<file path="src/rtl/multiword_add_seq.sv">
// Multi-word add sequencer: steps one shared WORD_W-bit adder over NWORDS words, LSW first.
// Optional subtract mode (sub port, inverted B, carry-in forced to 1) is built when MWADD_SUB_EN is defined.
module multiword_add_seq #(
    parameter int WORD_W = 16,
    parameter int NWORDS = 4
) (
    input  logic                     clk,
    input  logic                     rst_n,
    input  logic                     in_valid,
    output logic                     in_ready,
    input  logic [WORD_W*NWORDS-1:0] op_a,
    input  logic [WORD_W*NWORDS-1:0] op_b,
    input  logic                     cin,
`ifdef MWADD_SUB_EN
    input  logic                     sub,
`endif
    output logic [WORD_W-1:0]        add_x,
    output logic [WORD_W-1:0]        add_y,
    output logic                     add_c0,
    input  logic [WORD_W-1:0]        add_s,
    input  logic                     add_c4,
    output logic                     out_valid,
    input  logic                     out_ready,
    output logic [WORD_W*NWORDS-1:0] sum,
    output logic                     cout,
    output logic                     busy
);

    localparam int IDX_W = (NWORDS > 1) ? $clog2(NWORDS) : 1;
    localparam logic [IDX_W-1:0] LAST_IDX = IDX_W'(NWORDS - 1);

    typedef enum logic [1:0] {
        IDLE,
        RUN,
        DONE
    } state_t;

    state_t                         state;
    state_t                         state_nxt;
    logic [NWORDS-1:0][WORD_W-1:0]  a_q;
    logic [NWORDS-1:0][WORD_W-1:0]  b_q;
    logic [NWORDS-1:0][WORD_W-1:0]  sum_q;
    logic [IDX_W-1:0]               idx;
    logic                           carry;
    logic                           cout_q;
    logic                           accept;
    logic                           last;
    logic [WORD_W*NWORDS-1:0]       b_in;
    logic                           carry_in;

`ifdef MWADD_SUB_EN
    // Subtraction is A + ~B + 1; the caller's cin has no meaning here.
    assign b_in     = sub ? ~op_b : op_b;
    assign carry_in = sub ? 1'b1 : cin;
`else
    assign b_in     = op_b;
    assign carry_in = cin;
`endif

    assign accept = in_valid && in_ready;
    assign last   = (idx == LAST_IDX);

    always_ff @(posedge clk) begin
        if (!rst_n) begin
            state <= IDLE;
        end else begin
            state <= state_nxt;
        end
    end

    // NOTE: every output of this block gets a default first, so no path leaves one unassigned and no latch is inferred.
    always_comb begin
        state_nxt = state;
        in_ready  = 1'b0;
        out_valid = 1'b0;
        add_x     = '0;
        add_y     = '0;
        add_c0    = 1'b0;
        case (state)
            IDLE: begin
                in_ready = rst_n;
                if (in_valid && rst_n) begin
                    state_nxt = RUN;
                end
            end
            RUN: begin
                add_x  = a_q[idx];
                add_y  = b_q[idx];
                add_c0 = carry;
                if (last) begin
                    state_nxt = DONE;
                end
            end
            DONE: begin
                out_valid = 1'b1;
                if (out_ready) begin
                    state_nxt = IDLE;
                end
            end
            default: state_nxt = IDLE;
        endcase
    end

    // NOTE: captured operands carry no reset; they are always reloaded on accept before being read.
    always_ff @(posedge clk) begin
        if (accept) begin
            a_q <= op_a;
            b_q <= b_in;
        end
    end

    always_ff @(posedge clk) begin
        if (!rst_n) begin
            idx    <= '0;
            carry  <= 1'b0;
            sum_q  <= '0;
            cout_q <= 1'b0;
        end else if (accept) begin
            idx   <= '0;
            carry <= carry_in;
            sum_q <= '0;
        end else if (state == RUN) begin
            sum_q[idx] <= add_s;
            carry      <= add_c4;
            if (last) begin
                cout_q <= add_c4;
            end else begin
                idx <= idx + IDX_W'(1);
            end
        end
    end

    assign sum  = sum_q;
    assign cout = cout_q;
    assign busy = (state != IDLE);

endmodule

</file>
<file path="config.mk">
export PLATFORM = sky130hd
export DESIGN_NAME = multiword_add_seq
export DESIGN_NICKNAME = d
export VERILOG_FILES = /design/src/rtl/multiword_add_seq.sv
export SDC_FILE = /design/constraint.sdc
export NUM_CORES = 1
export LEC_CHECK = 0
export CAP_MARGIN = 25
export CORE_UTILIZATION = 45
export DETAILED_ROUTE_END_ITERATION = 6
export GPL_ROUTABILITY_DRIVEN = 1
export GPL_TIMING_DRIVEN = 0
export PLACE_DENSITY = 0.78
export SETUP_SLACK_MARGIN = 0.4
export SLEW_MARGIN = 25
export SYNTH_ARGS = -nofsm -noshare
export SYNTH_HDL_FRONTEND = slang
export SYNTH_SLANG_ARGS = --single-unit
</file>
<file path="constraint.sdc">
create_clock -name clk -period 12.5 [get_ports clk]
set_input_delay 2.5 -clock clk [delete_from_list [all_inputs] [get_ports clk]]
set_output_delay 2.5 -clock clk [all_outputs]
set_load 0.03 [all_outputs]
</file>
* Yosys cells after proc, flatten, opt, wreduce, memory -nomap -nowiden
Cells that the tools add are included.
Storage, ports and cells: register bits 198, input bits 150, logic and storage cells 56, output and inout bits 101
Cells by class: bitwise logic cells 3, reduce and logical (&&, ||, !) cells 10, muxes and demuxes 18, magnitude comparators 2, equality and inequality tests 6, add/sub/neg operators 1
Operator list (count):
- $mux W16 | 5
- $bmux W16 S2 | 2
- $bwmux W64 | 1
- $demux W16 S2 | 1
- $mux W2 | 3
- $ne A2 B2 Y1 const B | 3
- $pmux W2 S3 | 1
- $reduce_and A3 Y1 | 2
- $mux W1 | 5
- $eq A2 B2 Y1 const B | 2
- $reduce_bool A2 Y1 | 2
- $logic_and A1 B1 Y1 | 3
- $lt A2 B3 Y1 const B | 1
- $not A1 Y1 | 3
- $add A2 B1 Y2 const B | 1
- $eq A2 B1 Y1 const B | 1
- $ge A2 B1 Y1 const B | 1
- $logic_not A2 Y1 | 1
- $reduce_and A2 Y1 | 1
- $reduce_or A2 Y1 | 1

* Longest topological paths before layout
depth in word-level cells 5, depth in mapped cells 9, gate-level depth less buffers 5

* Worst setup path before layout
OpenSTA, ideal clock, no wires.
path type input to register, start input in_valid, end register a_q[0] in the netlist's numbering (enable), library setup time 504 ps, buffers on the path 0, data required time 11996 ps, stages on the path 1, arrival time 5514 ps, slack 6482 ps, cell sequence and3_1
Between the ends: longest elaborated chain between the ends 1
RTL lines:
- start: declaration | RTL line 9 | input logic in_valid,
- $logic_and A1 B1 Y1 | RTL line 60 | assign accept = in_valid && in_ready;
- end signal: assignment | RTL line 107 | a_q <= op_a;
- end: declaration | RTL line 40 | logic [NWORDS-1:0][WORD_W-1:0] a_q;
Every way passes these cells. A chain may end at the register's enable or synchronous reset.

* Worst setup path in the final report
start input rst_n, end output in_ready
Between the ends: longest elaborated chain between the ends 1
RTL lines:
- start: declaration | RTL line 8 | input logic rst_n,
- $mux W1 | RTL line 79 | case (state)
- end: declaration | RTL line 10 | output logic in_ready,
Every way passes these cells.

==> flow_summary_export.csv <==
group,metric,value,unit
status,outcome,"complete, no violations",
clocking,post_cts_resize_count,0,
route,wl_per_cell,17.8,um
timing,worstMarginPinSlew,0.397,ns
setup_path,path_class,"in -> out",
layout,antennaDiodeCount,0,
layout,area_growth_syn_to_layout,45.0,%
place,dp_hpwl,13800,um
power_and_ir_drop,p_sw_share,23.7,%
synth,syn_area,7620,um^2
floorplan,fp.dieW,132,um
synth,ys.warnings.count,0,
route,ant_nets,0,
synth,synth-main-ff-cell,"edfxtp_1",
clocking,path_clk_slew,0.08,ns
layout,final_nets,951,
route,via_per_inst,5.02,
clocking,clock_latency,0.44,ns
power_and_ir_drop,clockPowerShare,38.1,%
route,routed_wl,18300,um
timing,fin_crit_sh,50.9,%
synth,syn_inst,526,
timing,worst_slew_margin_rel,73.5,%
synth,synth_nets,680,
setup_path,crit_family,"buffers and inverters",
route,first_iter_violations,225,
timing,fmaxAchievable,0.157,GHz
setup_path,cp-start-kind,"primary input",
setup_path,required,10.00,ns
clocking,cts_made_buffers,17,
timing,tns,0,ns
setup_path,reg2reg_from,"idx[1]$_SDFFE_PP0P_",
hold_path,worstHoldEndpoint,"sum[55]$_SDFFE_PP0P_",
synth,synth-edff-count,128,
floorplan,start_util,46.0,%
synth,synthMostInstantiatedCell,"nand2_1",
clocking,htreeDepth,4,
power_and_ir_drop,p_int,1100,uW
synth,ys_types,30,
power_and_ir_drop,p_leak,0.00366,uW
timing,setup_viol,0,
setup_path,path_cells,"clkdlybuf4s50_1 -> inv_1 -> nor2_1 -> clkdlybuf4s50_1",
power_and_ir_drop,ir_drop,0.0000970,V
job,maxCapViolations,0,
setup_path,cp_slowest_cell,"clkdlybuf4s50_1",
place,gp_congestion,0.835,
setup_path,r2r_setup_slack,10.29,ns
power_and_ir_drop,comb_power_share,11.4,%
global_routing,grt_pass1_wl,28400,um
synth,yosysSeqAreaShare,68.8,%
floorplan,die-area,17500,um^2
floorplan,die_h,132,um
clocking,cts_buffer_depth,2,
global_routing,grt_pass1_vias,5469,
global_routing,antenna_found_initial,0,
clocking,cts_tree,"done",
synth,avgSynthCellArea,14.5,um^2
hold_path,hold_path.class,"reg -> reg",
global_routing,grt_overflow_total,0,
synth,ys_seq_elements,198,
hold_path,min_from,"sum[55]$_SDFFE_PP0P_",
synth,synthTopCellsByArea,"edfxtp_1, dfxtp_1, mux4_2, nand2_1, a21oi_2",
timing,skew,0.0121,ns
floorplan,pin_count,251,
power_and_ir_drop,p_sw,340,uW
synth,yosys.area.top_type,"edfxtp_1",
clocking,post_cts_buffers,0,
setup_path,path_max_fanout,5,
route,drtPass1Iterations,5,
setup_path,path_buf_inv,3,
clocking,cts_hold_buf,0,
route,drc_errors,0,
setup_path,cpMostUsedCell,"clkdlybuf4s50_1",
clocking,cts_sinks,198,
hold_path,worstHoldPathCells,2,
layout,drive_gt1_share,15.8,%
floorplan,rows,47,
power_and_ir_drop,seq_power_share,50.5,%
setup_path,max_stage_delay,0.68,ns
setup_path,r2r_end,"sum[14]$_SDFFE_PP0P_",
power_and_ir_drop,power.density,130,nW/um^2
setup_path,r2r_cells,8,
timing,drv_slew,0,
floorplan,coreArea,16600,um^2
route,vias,5172,
global_routing,grt_usage,21.6,%
place,port_buffers,250,
place,pre_cts_slack,6.13,ns
timing,min_period,6.37,ns
clocking,cts_root_buf,"clkbuf_16",
timing,rsz0062_at_grt,"no",
synth,synth_common_cells,"nand2_1, edfxtp_1, dfxtp_1",
synth,synthDominantCellAreaShare,50.4,%
global_routing,grt_start_max_net_pins,60,
setup_path,cp.arrival,3.87,ns
timing,hold_viol,0,
synth,synthArstFlopShare,0,%
setup_path,endpoint_kind,"primary output",
timing,layout_setup_ws,6.13,ns
==> worst register-to-register path, stage by stage, from the launching register on <==
cell and delay [ns]:
dfxtp_1 0.37, clkbuf_1 0.31, buf_2 0.35, inv_1 0.11, ha_1 0.20, nand3b_1 0.25, buf_2 0.29, nand2_1 0.10
a21oi_1 0.17
==> how the worst max path moves through the flow <==
stage | start | end | depth (start not counted)
after floorplan | in_valid | a_q[0]$_DFFE_PP_ | 1
after global placement | in_valid | a_q[13]$_DFFE_PP_ | 2
after detailed placement | rst_n | in_ready | 4
after CTS | rst_n | in_ready | 4
after global routing | rst_n | in_ready | 4
final | rst_n | in_ready | 4
==> cell families after synthesis <==
family                   synth area share (%)
adder cells (fa/ha/maj)                 0.656
flip-flops                               68.8
multiplexers                             9.78
buffers and inverters                    3.54
AO/OA/AOI/OAI                            6.27
XOR/XNOR                                0.115
AND/OR/NAND/NOR                          10.8
==> metal layers <==
metal	wire length (um)	vias up	GRT usage, %	share of wire, %
met5	0	-	0	0
met1	6990	2484	24.8	38
li1	-	2422	-	-
met2	9430	242	37.4	51
met3	1500	24	6.61	8.2
met4	398	0	9.32	2.2
==> state kept, by name, indices dropped and copies added (netlist names) <==
name	count
b_q	64
sum	64
a_q	64
state	2
cout	1
carry	1
idx	2
==> placed cells by master (no fill, tap or decap), types with 4 or more instances in the layout <==
master	count
a21oi_1	37
a21oi_2	30
and3b_1	4
buf_12	4
buf_2	17
buf_6	6
clkbuf_16	19
clkbuf_2	4
clkdlybuf4s50_1	250
dfxtp_1	70
edfxtp_1	128
ha_1	4
inv_1	5
inv_8	5
mux4_1	4
mux4_2	28
nand2_1	131
nor2_1	5
nor2b_1	31
==> final cells by class <==
type / instances / area [um^2]
plain buffers: 33 / 251
clock buffers: 19 / 475
clock inverters: 13 / 125
fillers: 1172 / 5530
inverters: 5 / 18.8
multi-input cells: 290 / 2110
flip-flops and latches: 198 / 5250
well taps: 220 / 275
repair buffers: 252 / 2550
==> stage by stage <==
stage	hold slack (ns)	instances	cell area [um^2]	utilization, %	power [uW]
floorplan	0.495	526	7620	-	817
global placement	0.441	996	10400	62.7	900
detailed placement	0.446	998	10500	63.0	904
CTS	0.457	1030	11100	66.7	1450
global route	0.480	1030	11100	66.7	1480
finish	0.456	1030	11100	66.7	1440
==> power groups by stage <==
stage / combinational, uW / sequential [uW] / clock [uW]
3_3_place_gp: 159 / 741 / 0
4_1_cts: 165 / 725 / 558
3_5_place_dp: 165 / 739 / 0
6_report: 164 / 724 / 547
5_1_grt: 173 / 726 / 583
2_1_floorplan: 71.6 / 746 / 0
Power figures use the tool's default switching activity.
